File: config.mk
export PLATFORM = sky130hd
export DESIGN_NAME = dom1_skinny_unmask
export DESIGN_NICKNAME = d
export VERILOG_FILES = /design/src/rtl/dom1_skinny_unmask.sv
export SDC_FILE = /design/constraint.sdc
export NUM_CORES = 1
export LEC_CHECK = 0
export ABC_CLOCK_PERIOD_IN_PS = 4500
export CORE_MARGIN = 1
export CORE_UTILIZATION = 60
export DETAILED_ROUTE_END_ITERATION = 7
export PLACE_DENSITY = 0.76
export SLEW_MARGIN = 10
export SYNTH_ARGS = -nofsm -noshare
export SYNTH_HDL_FRONTEND = slang
export SYNTH_SLANG_ARGS = --single-unit
File: constraint.sdc
create_clock -name clk -period 4.5 [get_ports clk]
set_input_delay 0.45 -clock clk [delete_from_list [all_inputs] [get_ports clk]]
set_output_delay 0.45 -clock clk [all_outputs]
set_load 0.02 [all_outputs]
File: src/rtl/dom1_skinny_unmask.sv
// Unmasking stage behind the first-order DOM Skinny core: XOR-recombines the two
// state shares of each output frame and streams the 16 ciphertext bytes out.
module dom1_skinny_unmask #(
    parameter int FRAME_BYTES = 112,
    parameter int SHARE_BYTES = 16
) (
    input  logic       clk,
    input  logic       rst,
    input  logic [7:0] si_data,
    input  logic       si_valid,
    output logic       si_ready,
    output logic [7:0] so_data,
    output logic       so_valid,
    input  logic       so_ready,
    output logic       frame_done
);

    localparam int BW          = 8 * SHARE_BYTES;
    localparam int DRAIN_BYTES = FRAME_BYTES - 2 * SHARE_BYTES;
    localparam logic [6:0] SHARE_LAST = 7'(SHARE_BYTES - 1);
    localparam logic [6:0] DRAIN_LAST = 7'((DRAIN_BYTES > 0) ? (DRAIN_BYTES - 1) : 0);

    typedef enum logic [1:0] {
        LOAD_S1 = 2'd0,
        LOAD_S0 = 2'd1,
        DRAIN   = 2'd2,
        EMIT    = 2'd3
    } state_t;

    state_t         state;
    state_t         state_nxt;
    logic [6:0]     cnt;
    logic [6:0]     cnt_nxt;
    logic [BW-1:0]  data_buf;
    logic [BW-1:0]  buf_nxt;
    logic           frame_done_nxt;
    logic           in_xfer;
    logic           out_xfer;

    // Handshake qualifiers depend only on registered state, never on the partner's inputs.
    assign si_ready = (state != EMIT);
    assign so_valid = (state == EMIT);
    assign so_data  = data_buf[BW-1 -: 8];
    assign in_xfer  = si_valid && si_ready;
    assign out_xfer = so_valid && so_ready;

    // Next-state, counter and buffer update logic.
    always_comb begin
        state_nxt      = state;
        cnt_nxt        = cnt;
        buf_nxt        = data_buf;
        frame_done_nxt = 1'b0;
        case (state)
            LOAD_S1: begin
                if (in_xfer) begin
                    buf_nxt = {data_buf[BW-9:0], si_data};
                    if (cnt == SHARE_LAST) begin
                        state_nxt = LOAD_S0;
                        cnt_nxt   = 7'd0;
                    end else begin
                        cnt_nxt = cnt + 7'd1;
                    end
                end else begin
                    buf_nxt = data_buf;
                end
            end
            LOAD_S0: begin
                if (in_xfer) begin
                    // Rotating the XOR result to the bottom keeps share-1 byte order intact.
                    buf_nxt = {data_buf[BW-9:0], data_buf[BW-1 -: 8] ^ si_data};
                    if (cnt == SHARE_LAST) begin
                        cnt_nxt = 7'd0;
                        if (DRAIN_BYTES > 0) begin
                            state_nxt = DRAIN;
                        end else begin
                            state_nxt = EMIT;
                        end
                    end else begin
                        cnt_nxt = cnt + 7'd1;
                    end
                end else begin
                    buf_nxt = data_buf;
                end
            end
            DRAIN: begin
                if (in_xfer) begin
                    if (cnt == DRAIN_LAST) begin
                        state_nxt = EMIT;
                        cnt_nxt   = 7'd0;
                    end else begin
                        cnt_nxt = cnt + 7'd1;
                    end
                end else begin
                    cnt_nxt = cnt;
                end
            end
            EMIT: begin
                if (out_xfer) begin
                    // Zero-fill so no ciphertext lingers once it has been handed off.
                    buf_nxt = {data_buf[BW-9:0], 8'h00};
                    if (cnt == SHARE_LAST) begin
                        state_nxt      = LOAD_S1;
                        cnt_nxt        = 7'd0;
                        frame_done_nxt = 1'b1;
                    end else begin
                        cnt_nxt = cnt + 7'd1;
                    end
                end else begin
                    buf_nxt = data_buf;
                end
            end
            default: begin
                state_nxt = LOAD_S1;
                cnt_nxt   = 7'd0;
                buf_nxt   = '0;
            end
        endcase
    end

    // State, counter, buffer and frame_done registers.
    always_ff @(posedge clk or posedge rst) begin
        if (rst) begin
            state      <= LOAD_S1;
            cnt        <= 7'd0;
            data_buf   <= '0;
            frame_done <= 1'b0;
        end else begin
            state      <= state_nxt;
            cnt        <= cnt_nxt;
            data_buf   <= buf_nxt;
            frame_done <= frame_done_nxt;
        end
    end

endmodule

==> flow_summary_export.csv <==
group,metric,value,unit
placement,gp_congestion,0.738,
route,wl_per_cell,16.6,um
route,initialDrtViolationCount,130,
timing,grt_setup_unrepaired,"false",
route,wl_met2,4.17,mm
global_routing,groute.usage.overall,20.2,%
clock_tree,h-tree-depth,4,
pwr,p_leak,2.95,nW
route,antenna_left,0,
route,routed-wl-met3,241,um
yosys,avgSynthCellArea,15.9,um^2
timing,max_slew.worst_pin.slew,1.03,ns
timing,setup_ws,1.40,ns
timing,slew_headroom,31.5,%
timing,setup_tns,0,ns
yosys,synth_cells,355,
clock_tree,clkSlewWorstSetupHoldPaths,0.06,ns
critical_path,critical_path_class,"reg2reg",
timing,final-hold-violation-count,0,
pwr,ir_drop,0.684,mV
finish,seqCellArea,3450,um^2
finish,drive_above_1_share,17.1,%
clock_tree,clk_latency,0.51,ns
yosys,yosys-top-cells-area,"dfrtp_1 61%, mux2_1 20%, mux2_2 5.8%",
die,rows,34,
clock_tree,cts_root_buffer,"clkbuf_8",
die,die_w,98.9,um
hold_path,hold_path.class,"reg2reg",
global_routing,grt_max_degree,119,
yosys,syn_area,5630,um^2
critical_path,critPathRequiredTime,4.90,ns
clock_tree,cts_made_buffers,17,
yosys,ys_seq_area_share,61.4,%
yosys,ys_seq_elements,138,
finish,multi_input_area,1970,um^2
yosys,synth_edf_count,0,
route,drc,0,
yosys,yosysTopAreaCell,"dfrtp_1",
yosys,yosysUniqueCellTypes,33,
hold_path,hold_start,"data_buf[57]",
clock_tree,cts_num_sinks,138,
route,viasPerCell,5.55,
status,outcome,"complete, no violations",
finish,fillers,579,
die,fp.coreArea,8890,um^2
finish,finish.utilization,72.5,%
yosys,yosys_warnings,0,
timing,fmax,323,MHz
placement,hpwlAfterDp,4.95,mm
critical_path,cp_max_fo,31,
die,die_h,98.9,um
global_routing,grt-ovfl-total,0,
global_routing,first_global_vias,3054,
critical_path,crit_start,"state[1]",
critical_path,timing.rr.start,"state[1]",
critical_path,cp-end-kind,"register",
finish,fin_nets,401,
route,top_layer,"met4",
critical_path,startpoint_type,"register",
clock_tree,cts_tree,"yes",
timing,finalCriticalPeriod,3.10,ns
yosys,syn-num-nets,372,
route,vias,2804,
finish,syn_to_final_growth,14.5,%
finish,mostFrequentLayoutCells,"138 x dfrtp_1, 101 x mux2_1, 29 x mux2_2",
die,start_util,63.3,%
finish,final_common_cell,"dfrtp_1",
yosys,synthArstFlopShare,100,%
clock_tree,cts-hold-fix-buffers,0,
route,drtPass1Iterations,4,
route,postRouteWirelength,8.39,mm
clock_tree,clock_path_buffers,2,
placement,portBuffers,22,
yosys,synth_top_cell_area_share,61.4,%
placement,dp_slack,1.45,ns
timing,min_period_over_period,68.8,%
pwr,p_per_area,896,nW/um^2
clock_tree,post_cts_buffers,0,
timing,maxSlewViolCount,0,
critical_path,arrival,3.49,ns
clock_tree,cts-resized-gates,0,
die,ioPinCount,23,
run,maxCapViolCount,0,
finish,num_antenna_cells,0,
global_routing,grt_pass1_wl,14.9,mm
timing,clock_skew,0.00609,ns
timing,setup_viol,0,
die,die_area,9770,um^2
yosys,synth_top_flop_cell,"dfrtp_1",
global_routing,antenna_found_initial,0,
route,m1WireLength,3.86,mm
## metrics by stage
step	hold WS, ns	instances	power [mW]	area, um^2
after floorplan	0.451	355	4.19	5630
after global placement	0.459	473	4.30	5850
after detailed placement	0.469	473	4.40	5850
after CTS	0.486	505	5.86	6440
after global routing	0.496	505	6.16	6440
final	0.479	505	5.77	6440
## flip-flops by register name, summed over array words and instances (netlist names)
signal,cells
state,2
frame_done,1
cnt,7
data_buf,128
## cells by family after synthesis
logic type	Yosys count	share of synthesized area, %
flip-flops	138	61.4
AO/OA/AOI/OAI	22	3.38
buffers and inverters	21	3.87
XOR/XNOR	11	1.71
multiplexers	131	26.2
adder cells (fa/ha/maj)	5	1.11
AND/OR/NAND/NOR	27	2.38
## synth_stat cells, drive strengths merged, types with 3 or more instances
master / count
nand2: 4
nor2: 8
inv: 4
mux2: 130
dfrtp: 138
nor2b: 3
clkbuf: 3
buf: 14
ha: 5
xor2: 9
nor3: 4
a22o: 10
## per-layer routing
layer	vias to the layer above	global-route usage (%)
li1	1322	-
met1	1440	25.2
met2	30	32.4
met3	12	7.59
met4	0	7.81
met5	-	0
## where the power goes
part           switching [mW]  internal (mW)
Clock                   0.520          0.864
Sequential              0.328           1.89
Combinational           0.974           1.20
## worst paths after layout
kind	cells past startpoint	slack, ns	endpoint
max in group asynchronous	3	3.04	data_buf[28]
min reg2reg	1	0.48	data_buf[65]
min in group asynchronous	2	0.53	data_buf[15]
max reg2reg	7	1.40	data_buf[14]
max	7	1.40	data_buf[14]
min	1	0.48	data_buf[65]
## critical path, stage by stage (launching register included)
cell and delay (ns):
dfrtp_1 0.41, inv_1 0.10, ha_1 0.50, o21bai_1 0.14, a22oi_1 0.26, a2bb2oi_4 0.76, buf_4 0.41, mux2_2 0.38
## cell type report
class	count	share of cell area [%]
Clock inverter	13	2.58
Sequential cell	138	53.6
Inverter	4	0.311
Tap cell	108	2.10
Multi-Input combinational cell	196	30.5
Timing Repair Buffer	27	4.19
Clock buffer	19	6.70
(Power assumes the default switching activity.)
